--- config.mk ---
export PLATFORM = sky130hd
export DESIGN_NAME = mem_burst_buffer_flat
export DESIGN_NICKNAME = d
export VERILOG_FILES = /design/src/rtl/mem_pkg.sv /design/src/rtl/mem_burst_buffer_if.sv /design/src/rtl/mem_burst_buffer_burst_timer.sv /design/src/rtl/mem_burst_buffer.sv /design/src/flat_wrapper.sv
export SDC_FILE = /design/constraint.sdc
export NUM_CORES = 1
export LEC_CHECK = 0
export CAP_MARGIN = 5
export CORE_MARGIN = 2
export CORE_UTILIZATION = 35
export DETAILED_ROUTE_END_ITERATION = 12
export SYNTH_ARGS = -nofsm -noshare
export SYNTH_HDL_FRONTEND = slang
export SYNTH_SLANG_ARGS = --single-unit
--- constraint.sdc ---
create_clock -name clk -period 2.3 [get_ports clk]
set_input_delay 0.46 -clock clk [delete_from_list [all_inputs] [get_ports clk]]
set_output_delay 0.46 -clock clk [all_outputs]
set_load 0.01 [all_outputs]
--- src/rtl/mem_pkg.sv ---
// Shared state encoding, default geometry and address-offset helper for the burst buffer.
// Pure declarations: no latency, no flow control.
package mem_pkg;

    localparam logic [1:0] ST_IDLE = 2'd0;
    localparam logic [1:0] ST_WR   = 2'd1;
    localparam logic [1:0] ST_RD   = 2'd2;
    localparam logic [1:0] ST_DONE = 2'd3;

    localparam int DEF_BUS_W  = 32;
    localparam int DEF_BEATS  = 4;
    localparam int DEF_TO_CYC = 255;

    // Number of byte-offset bits inside one cache line.
    function automatic int calc_off(input int bus_w, input int beats);
        return $clog2(beats * bus_w / 8);
    endfunction

endpackage

--- src/rtl/mem_burst_buffer_if.sv ---
// Line-side request/response and beat-side bus signals of the burst buffer.
// slave = the buffer itself, master = the requester plus memory model driving it.
interface mem_burst_buffer_if
    import mem_pkg::*;
#(
    parameter int BUS_W = DEF_BUS_W,
    parameter int BEATS = DEF_BEATS
);
    logic                   mem_r;
    logic                   mem_w;
    logic                   mem_wb;
    logic [31:0]            mem_addr;
    logic [31:0]            mem_wb_addr;
    logic [BEATS*BUS_W-1:0] mem_wdata;
    logic [BEATS*BUS_W-1:0] mem_rdata;
    logic                   ready;
    logic                   err;
    logic                   busy;
    logic                   bus_r;
    logic                   bus_w;
    logic [31:0]            bus_addr;
    logic [BUS_W-1:0]       bus_wdata;
    logic [BUS_W-1:0]       bus_rdata;
    logic                   bus_ready;

    modport slave (
        input  mem_r, mem_w, mem_wb, mem_addr, mem_wb_addr, mem_wdata, bus_rdata, bus_ready,
        output mem_rdata, ready, err, busy, bus_r, bus_w, bus_addr, bus_wdata
    );

    modport master (
        output mem_r, mem_w, mem_wb, mem_addr, mem_wb_addr, mem_wdata, bus_rdata, bus_ready,
        input  mem_rdata, ready, err, busy, bus_r, bus_w, bus_addr, bus_wdata
    );
endinterface

--- src/rtl/mem_burst_buffer_burst_timer.sv ---
// Per-beat stall counter; expired fires combinationally on the stall cycle that reaches TO_CYC.
// No flow control: run counts, clr wins over run.
module burst_timer #(
    parameter int TO_CYC = 255
) (
    input  logic clk,
    input  logic rst_n,
    input  logic run,
    input  logic clr,
    output logic expired
);
    logic [15:0] cnt_q, cnt_d;

    assign expired = run && (cnt_q == 16'(TO_CYC - 1));

    always_comb begin
        cnt_d = cnt_q;
        if (clr)      cnt_d = '0;
        else if (run) cnt_d = cnt_q + 16'd1;
    end

    always_ff @(posedge clk or negedge rst_n) begin
        if (!rst_n) cnt_q <= '0;
        else        cnt_q <= cnt_d;
    end
endmodule

--- src/rtl/mem_burst_buffer.sv ---
// Line <-> beat burst engine: read, write, or writeback-then-refill of one cache line.
// Latency BEATS+1 (2*BEATS+1 for writeback) with zero-wait bus; stalls on bus_ready, aborts after TO_CYC.
module mem_burst_buffer
    import mem_pkg::*;
#(
    parameter int BUS_W  = DEF_BUS_W,
    parameter int BEATS  = DEF_BEATS,
    parameter int TO_CYC = DEF_TO_CYC
) (
    input logic              clk,
    input logic              rst_n,
    mem_burst_buffer_if.slave bif
);
    localparam int          LINE_W    = BEATS * BUS_W;
    localparam int          OFF       = calc_off(BUS_W, BEATS);
    localparam int          BEAT_BITS = $clog2(BEATS);
    localparam int          BYTE_BITS = $clog2(BUS_W / 8);
    localparam logic [31:0] LINE_MASK = 32'((64'd1 << OFF) - 64'd1);

    logic [1:0]           state_q, state_d;
    logic [BEAT_BITS-1:0] beat_q, beat_d;
    logic                 op_wb_q, op_wb_d;
    logic                 err_q, err_d;
    logic [31:0]          addr_q, addr_d, wb_addr_q, wb_addr_d;
    logic [LINE_W-1:0]    wdata_q, wdata_d, rbuf_q, rbuf_d;
    logic                 strobe, adv, last, accept, expired;
    logic [31:0]          line_addr;
    logic [BUS_W-1:0]     wr_word;

    assign strobe = (state_q == ST_WR) || (state_q == ST_RD);
    assign adv    = strobe && bif.bus_ready;
    assign last   = (beat_q == BEAT_BITS'(BEATS - 1));
    assign accept = (state_q == ST_IDLE) && (bif.mem_r || bif.mem_w || bif.mem_wb);

    burst_timer #(.TO_CYC(TO_CYC)) u_timer (
        .clk     (clk),
        .rst_n   (rst_n),
        .run     (strobe && !bif.bus_ready),
        .clr     (accept || adv || expired),
        .expired (expired)
    );

    always_comb begin
        state_d   = state_q;
        beat_d    = beat_q;
        op_wb_d   = op_wb_q;
        err_d     = err_q;
        addr_d    = addr_q;
        wb_addr_d = wb_addr_q;
        wdata_d   = wdata_q;
        rbuf_d    = rbuf_q;
        case (state_q)
            ST_IDLE: begin
                if (accept) begin
                    addr_d    = bif.mem_addr;
                    wb_addr_d = bif.mem_wb_addr;
                    wdata_d   = bif.mem_wdata;
                    beat_d    = '0;
                    err_d     = 1'b0;
                    op_wb_d   = bif.mem_wb;
                    state_d   = (bif.mem_wb || bif.mem_w) ? ST_WR : ST_RD;
                end
            end
            ST_WR, ST_RD: begin
                if (adv) begin
                    if (state_q == ST_RD) begin
                        for (int k = 0; k < BEATS; k++)
                            if (beat_q == BEAT_BITS'(k)) rbuf_d[k*BUS_W +: BUS_W] = bif.bus_rdata;
                    end
                    beat_d = beat_q + BEAT_BITS'(1);
                    if (last) state_d = (state_q == ST_WR && op_wb_q) ? ST_RD : ST_DONE;
                end else if (expired) begin
                    // Abort drops every remaining beat, including a pending refill phase.
                    beat_d  = '0;
                    err_d   = 1'b1;
                    state_d = ST_DONE;
                end
            end
            default: begin
                err_d   = 1'b0;
                state_d = ST_IDLE;
            end
        endcase
    end

    always_ff @(posedge clk or negedge rst_n) begin
        if (!rst_n) begin
            state_q   <= ST_IDLE;
            beat_q    <= '0;
            op_wb_q   <= 1'b0;
            err_q     <= 1'b0;
            addr_q    <= '0;
            wb_addr_q <= '0;
            wdata_q   <= '0;
            rbuf_q    <= '0;
        end else begin
            state_q   <= state_d;
            beat_q    <= beat_d;
            op_wb_q   <= op_wb_d;
            err_q     <= err_d;
            addr_q    <= addr_d;
            wb_addr_q <= wb_addr_d;
            wdata_q   <= wdata_d;
            rbuf_q    <= rbuf_d;
        end
    end

    always_comb begin
        wr_word = '0;
        for (int k = 0; k < BEATS; k++)
            if (beat_q == BEAT_BITS'(k)) wr_word = wdata_q[k*BUS_W +: BUS_W];
    end

    assign line_addr     = (state_q == ST_WR && op_wb_q) ? wb_addr_q : addr_q;
    assign bif.bus_w     = (state_q == ST_WR);
    assign bif.bus_r     = (state_q == ST_RD);
    assign bif.bus_addr  = strobe ? ((line_addr & ~LINE_MASK) | (32'(beat_q) << BYTE_BITS)) : 32'd0;
    assign bif.bus_wdata = (state_q == ST_WR) ? wr_word : '0;
    assign bif.mem_rdata = rbuf_q;
    assign bif.ready     = (state_q == ST_DONE);
    assign bif.err       = err_q;
    assign bif.busy      = (state_q != ST_IDLE);
endmodule

--- src/flat_wrapper.sv ---
// flat-port wrapper written by rule: the top's interface ports become plain ports
module mem_burst_buffer_flat import mem_pkg::*;
#(
    parameter int BUS_W  = DEF_BUS_W,
    parameter int BEATS  = DEF_BEATS,
    parameter int TO_CYC = DEF_TO_CYC
)
  (clk, rst_n, bif_mem_r, bif_mem_w, bif_mem_wb, bif_mem_addr, bif_mem_wb_addr, bif_mem_wdata, bif_bus_rdata, bif_bus_ready, bif_mem_rdata, bif_ready, bif_err, bif_busy, bif_bus_r, bif_bus_w, bif_bus_addr, bif_bus_wdata);
  mem_burst_buffer_if #(.BUS_W(BUS_W), .BEATS(BEATS)) bif_i ();
  input logic clk;
  input logic rst_n;
  input wire logic [$bits(bif_i.mem_r)-1:0] bif_mem_r;
  input wire logic [$bits(bif_i.mem_w)-1:0] bif_mem_w;
  input wire logic [$bits(bif_i.mem_wb)-1:0] bif_mem_wb;
  input wire logic [$bits(bif_i.mem_addr)-1:0] bif_mem_addr;
  input wire logic [$bits(bif_i.mem_wb_addr)-1:0] bif_mem_wb_addr;
  input wire logic [$bits(bif_i.mem_wdata)-1:0] bif_mem_wdata;
  input wire logic [$bits(bif_i.bus_rdata)-1:0] bif_bus_rdata;
  input wire logic [$bits(bif_i.bus_ready)-1:0] bif_bus_ready;
  output wire logic [$bits(bif_i.mem_rdata)-1:0] bif_mem_rdata;
  output wire logic [$bits(bif_i.ready)-1:0] bif_ready;
  output wire logic [$bits(bif_i.err)-1:0] bif_err;
  output wire logic [$bits(bif_i.busy)-1:0] bif_busy;
  output wire logic [$bits(bif_i.bus_r)-1:0] bif_bus_r;
  output wire logic [$bits(bif_i.bus_w)-1:0] bif_bus_w;
  output wire logic [$bits(bif_i.bus_addr)-1:0] bif_bus_addr;
  output wire logic [$bits(bif_i.bus_wdata)-1:0] bif_bus_wdata;
  assign bif_i.mem_r = bif_mem_r;
  assign bif_i.mem_w = bif_mem_w;
  assign bif_i.mem_wb = bif_mem_wb;
  assign bif_i.mem_addr = bif_mem_addr;
  assign bif_i.mem_wb_addr = bif_mem_wb_addr;
  assign bif_i.mem_wdata = bif_mem_wdata;
  assign bif_i.bus_rdata = bif_bus_rdata;
  assign bif_i.bus_ready = bif_bus_ready;
  assign bif_mem_rdata = bif_i.mem_rdata;
  assign bif_ready = bif_i.ready;
  assign bif_err = bif_i.err;
  assign bif_busy = bif_i.busy;
  assign bif_bus_r = bif_i.bus_r;
  assign bif_bus_w = bif_i.bus_w;
  assign bif_bus_addr = bif_i.bus_addr;
  assign bif_bus_wdata = bif_i.bus_wdata;
  mem_burst_buffer #(.BUS_W(BUS_W), .BEATS(BEATS), .TO_CYC(TO_CYC)) u_core (.clk(clk), .rst_n(rst_n), .bif(bif_i));
endmodule
==> impl_metrics.tcl, run 1 <==
set metrics [dict create \
    grt_start_max_net_pins 71 \
    grt.total_usage_pct 19.8 \
    grt_most_used_layer "met2" \
    crit_buf_inv 4 \
    insertion_delay_ns 0.55 \
    row_count 74 \
    slowest_stage "dfrtp_2" \
    setup_ws_ns -0.462 \
    setup_viol 59 \
    max_freq_ghz 0.362 \
    ys_seq_area_share_pct 57.8 \
    vias 10800 \
    worstPathRequired_ns 1.84 \
    critPathMaxStageDelay_ns 0.44 \
    clockRootBuffer "clkbuf_16" \
    portBuffers 416 \
    postSynthCellCount 1087 \
    power_density_nw_per_um2 1430 \
    met2_usage_pct 31.9 \
    cts_buffer_depth 3 \
    maxSlewHeadroom_pct 63.1 \
    skew_ns 0.0197 \
    grt_pass1_vias 11400 \
    cts_tree "done" \
    antenna_found_initial 8 \
    worstPathMaxFanout 7 \
    design.die.area_um2 43000 \
    coreArea_um2 40800 \
    dp_worst_setup_slack_ns -0.512 \
    startpoint_type "register" \
    synth_edf_count 0 \
    dp_hpwl_um 30100 \
    die_h_um 207 \
    grtUsageMet3_pct 5.57 \
    drt_first_pass_iters 4 \
    cts_buffers 38 \
    status "finished, violations left" \
    ys_warn_count 0 \
    io_pins 427 \
    worstPathArrival_ns 2.30 \
    cp_top_family "buffers and inverters" \
    ant_nets 0 \
    final_common_cell "clkdlybuf4s50_1" \
    gp_congestion 0.827 \
    regToRegStartpoint "u_core.state_q[1]" \
    synthesis.area_um2 14500 \
    path_cells "inv_2 -> ha_4 -> nor2b_4 -> buf_6 -> buf_16 -> a221oi_2 -> a211o_1 -> a21boi_2 -> buf_2" \
    worstSetupStartpoint "u_core.beat_q[0]" \
    hold_ws_ns 0.451 \
    drive_above_1_share_pct 40.5 \
    viasPerCell 4.98 \
    grt_remaining_overflow 0 \
    synthToLayoutAreaGrowth_pct 52.8 \
    grt_pass1_wl_um 67000 \
    tightestPinTransition_ns 0.548 \
    fin_crit_ns 2.76 \
    synth_ff_type "dfrtp_1" \
    first_iter_violations 579 \
    cts_sinks 334 \
    p_leak_nw 9.91 \
    htreeDepth 2 \
    hold_viol_final 0 \
    syn_area_per_cell_um2 13.3 \
    synthArstFlopShare_pct 100 \
    endpoint_kind "output pin" \
    period_share_pct 120 \
    worst-setup-path-type "reg -> out" \
    tns_ns -17.68 \
    min_path_type "in -> async" \
    maxCapViolCount 0 \
    ir_worst_vdd_mv 0.668 \
    drc 0 \
    synth_seq_cells 334 \
    maxSlewViolCount 0 \
    initial_core_util_pct 35.4 \
    clk_pin_slew_worst_paths_ns 0.06 \
    die_w_um 207 \
    rsz0062_at_grt "yes" \
    layout_common_cells "349 x clkdlybuf4s50_1, 333 x dfrtp_1, 314 x mux2_2" \
    grt_util_met1_pct 25.6 \
    synth_cell_types 47 \
    wl_per_cell_um 20.2 \
    wl_um 43600 \
    final_nets 1835 \
    violations "negative setup slack" \
]
cell usage after synthesis (all sizes together) (4+ instances only):
master | n | area (µm²)
nand3 | 4 | 20.0
xor2 | 4 | 35.0
nor4 | 7 | 43.8
and2 | 4 | 25.0
xnor2 | 7 | 61.3
a221oi | 31 | 272
a211o | 32 | 280
clkbuf | 41 | 154
dfrtp | 334 | 8360
buf | 31 | 150
inv | 40 | 150
nand4 | 5 | 46.3
nor3 | 8 | 40.0
a21oi | 5 | 25.0
a21boi | 60 | 450
nand2 | 103 | 387
ha | 10 | 125
mux2 | 315 | 3550
nor2 | 18 | 67.6
cell type report:
type / count / area [µm²]
fillers: 3453 / 18700
flip-flops and latches: 334 / 8360
multi-input cells: 642 / 6160
repair buffers: 539 / 5460
clock buffers: 58 / 1170
well taps: 532 / 666
inverters: 40 / 150
clock inverters: 10 / 129
diodes: 6 / 15.0
power by group:
group          switching (mW)  leakage (nW)  internal, mW  total (mW)
Combinational            6.32          5.11          9.03        15.3
Sequential               1.49          4.15          8.46        9.95
Clock                    2.40         0.644          3.84        6.24
registers in the layout (all words and copies together) (netlist names):
signal / flops
u_core.wdata_q: 128
u_core.addr_q: 28
u_core.wb_addr_q: 28
u_core.bif.err: 1
u_core.beat_q: 2
u_core.u_timer.cnt_q: 16
u_core.op_wb_q: 1
u_core.state_q: 2
u_core.bif.mem_rdata: 128
layer usage:
metal / routed length, µm / part of all wire (%) / up-vias
met2: 20400 / 47 / 342
met3: 2800 / 6.4 / 74
met5: 25 / 0.057 / -
met4: 1180 / 2.7 / 4
met1: 19200 / 44 / 5437
li1: - / - / 4902
logic make-up (layout without fill, tap and decap cells):
group / Yosys count / after routing / synth area share, %
xor+xnor: 11 / 11 / 0.666
mux: 316 / 316 / 24.6
simple gates: 165 / 165 / 5.23
other cells: 1 / 8 / 0.0259
fa+ha+maj: 10 / 10 / 0.865
compound gates: 138 / 138 / 7.67
flops: 334 / 334 / 57.8
buf+inv: 112 / 647 / 3.14
metrics by stage:
stage                     util, %  power [mW]  instances  instance area, µm²
after floorplan                 -        16.8       1088               14500
after global placement       48.9        23.2       2045               20000
after detailed placement     48.9        23.4       2045               20000
after CTS                    53.4        31.3       2147               21800
after global routing         54.1        33.4       2159               22100
final                        54.1        31.5       2161               22100
repair_timing:
action                                  4_1_cts  5_1_grt
hold endpoints to repair                     43        0
cloned                                        6        4
hold buffers                                  1        0
endpoints found under the setup margin       66      162
pin swaps                                    78       16
resized for setup                           408       43
buffers inserted                             29        9
worst paths after layout:
kind / to / slack (ns) / depth (start not counted)
worst max-delay path: bif_bus_wdata[28] / -0.46 / 9
worst min-delay path: u_core.wdata_q[41] / 0.45 / 2
worst max register to register: u_core.bif.mem_rdata[101] / 0.10 / 9
worst min register to register: u_core.bif.mem_rdata[0] / 0.50 / 1
max in group asynchronous: u_core.wb_addr_q[19] / 1.09 / 3
min in group clk: u_core.bif.mem_rdata[0] / 0.50 / 1
(Power assumes the default switching activity.)
==> inputs of run 2 (changes only) <==
--- a/config.mk
+++ b/config.mk
@@ -6,7 +6,6 @@
 export NUM_CORES = 1
 export LEC_CHECK = 0
 export CAP_MARGIN = 5
-export CORE_MARGIN = 2
 export CORE_UTILIZATION = 35
 export DETAILED_ROUTE_END_ITERATION = 12
 export SYNTH_ARGS = -nofsm -noshare
==> run 2 against run 1 <==
Against the previous run:
- the flow still finishes with violations (negative setup slack)
- register-to-register slack got worse by 0.11 ns
- worst setup slack worse by 0.052 ns
- routed wire length decreased by 1.9%
- maximum frequency fell by 1.9%
- sequential power barely moved
- critical path depth grew 1
- flip-flop and latch count unchanged
==> impl_metrics.tcl, run 2 (synthesis gave the netlist of run 1 again) <==
set metrics [dict create \
    cp_top_family "buffers and inverters" \
    p_leak_nw 9.96 \
    synthToLayoutAreaGrowth_pct 53.6 \
    wl_per_cell_um 19.8 \
    design.die.area_um2 42100 \
    grt_remaining_overflow 0 \
    dpl_cell_area_um2 20100 \
    crit_buf_inv 5 \
    skew_ns 0.0150 \
    worstPathArrival_ns 2.35 \
    drt_first_pass_iters 4 \
    grt_start_max_net_pins 74 \
    setup_ws_ns -0.515 \
    final_common_cell "clkdlybuf4s50_1" \
    ant_nets 0 \
    setup_viol 62 \
    max_freq_ghz 0.355 \
    min_path_type "in -> async" \
    rsz0062_at_grt "yes" \
    antenna_found_initial 9 \
    cts_buffer_depth 3 \
    die_h_um 205 \
    final_nets 1840 \
    cts_tree "done" \
    wl_um 42800 \
    slowest_stage "dfrtp_1" \
    grt.total_usage_pct 20.1 \
    status "finished, violations left" \
    clockRootBuffer "clkbuf_16" \
    first_iter_violations 415 \
    violations "negative setup slack" \
    dp_worst_setup_slack_ns -0.500 \
    initial_core_util_pct 35.4 \
    grt_pass1_wl_um 64900 \
    hold_ws_ns 0.412 \
    layout_common_cells "349 x clkdlybuf4s50_1, 334 x dfrtp_1, 314 x mux2_2" \
    viasPerCell 4.91 \
    gp_congestion 0.817 \
    portBuffers 416 \
    totalPowerFinal_mw 31.9 \
    io_pins 427 \
    clk_pin_slew_worst_paths_ns 0.06 \
    power_density_nw_per_um2 1440 \
    maxSlewViolCount 0 \
    drc 0 \
    die_w_um 205 \
    htreeDepth 2 \
    period_share_pct 122 \
    worstPathMaxFanout 3 \
    cts_buffers 39 \
    final_area_um2 22200 \
    row_count 74 \
    maxCapViolCount 0 \
    path_cells "inv_2 -> ha_4 -> nor2b_4 -> buf_12 -> buf_8 -> buf_6 -> a221oi_2 -> a211o_1 -> a21boi_1 -> buf_2" \
    hold_viol_final 0 \
    dp_hpwl_um 29600 \
    worstPathRequired_ns 1.84 \
    critPathMaxStageDelay_ns 0.42 \
    coreArea_um2 40800 \
    grt_pass1_vias 11100 \
    vias 10600 \
    cts_sinks 334 \
    ir_worst_vdd_mv 0.821 \
    fin_crit_ns 2.81 \
    worst-setup-path-type "reg -> out" \
    endpoint_kind "output pin" \
    r2r_setup_slack_ns -0.01 \
    drive_above_1_share_pct 40.9 \
    insertion_delay_ns 0.54 \
    startpoint_type "register" \
]
[run 2: final timing paths]
path	cells after the start	end	from
max	10	bif_bus_wdata[13]	u_core.beat_q[0]
min	2	u_core.bif.mem_rdata[8]	rst_n
max reg2reg	9	u_core.beat_q[0]	u_core.state_q[1]
min reg2reg	1	u_core.bif.mem_rdata[110]	u_core.bif.mem_rdata[110]
max in group asynchronous	3	u_core.wb_addr_q[17]	rst_n
min in group clk	1	u_core.bif.mem_rdata[110]	u_core.bif.mem_rdata[110]
[run 2: report_power, final]
group | total [mW] | switching [mW] | internal, mW
Combinational | 15.4 | 6.24 | 9.16
Clock | 6.57 | 2.46 | 4.11
Sequential | 9.96 | 1.50 | 8.46
Total | 31.9 | 10.2 | 21.7
[run 2: final cells by class]
| type | count | area, µm² |
|---|---|---|
| clock inverter | 12 | 165 |
| clock buffer | 58 | 1220 |
| tap | 532 | 666 |
| fill | 3459 | 18600 |
| timing repair buffer | 543 | 5540 |
| inverter | 40 | 150 |
| antenna | 4 | 10.0 |
| sequential | 334 | 8360 |
| multi-input combinational | 642 | 6110 |
[run 2: metrics by stage]
stage | utilization [%] | std cells | TNS (ns)
6_report | 54.4 | 2165 | -18.08
5_1_grt | 54.4 | 2164 | -23.82
4_1_cts | 53.6 | 2151 | -23.12
3_5_place_dp | 49.2 | 2051 | -14.11
3_3_place_gp | 49.2 | 2051 | -12.34
2_1_floorplan | - | 1088 | -2.79
[run 2: per-layer routing]
layer,wire [µm],vias up,global-route usage [%]
li1,-,4905,-
met5,66,-,0
met3,3900,63,7.27
met2,19800,332,32.0
met1,18100,5325,25.4
met4,848,10,6.40
[run 2: repair_timing]
item                                    in CTS  in global routing
setup buffers                               23                 20
pin swaps                                   29                 49
hold buffers                                 1                  0
gates cloned                                 7                  2
endpoints found under the setup margin      67                 83
hold endpoints to repair                    28                  0
resized for setup                          391                 93
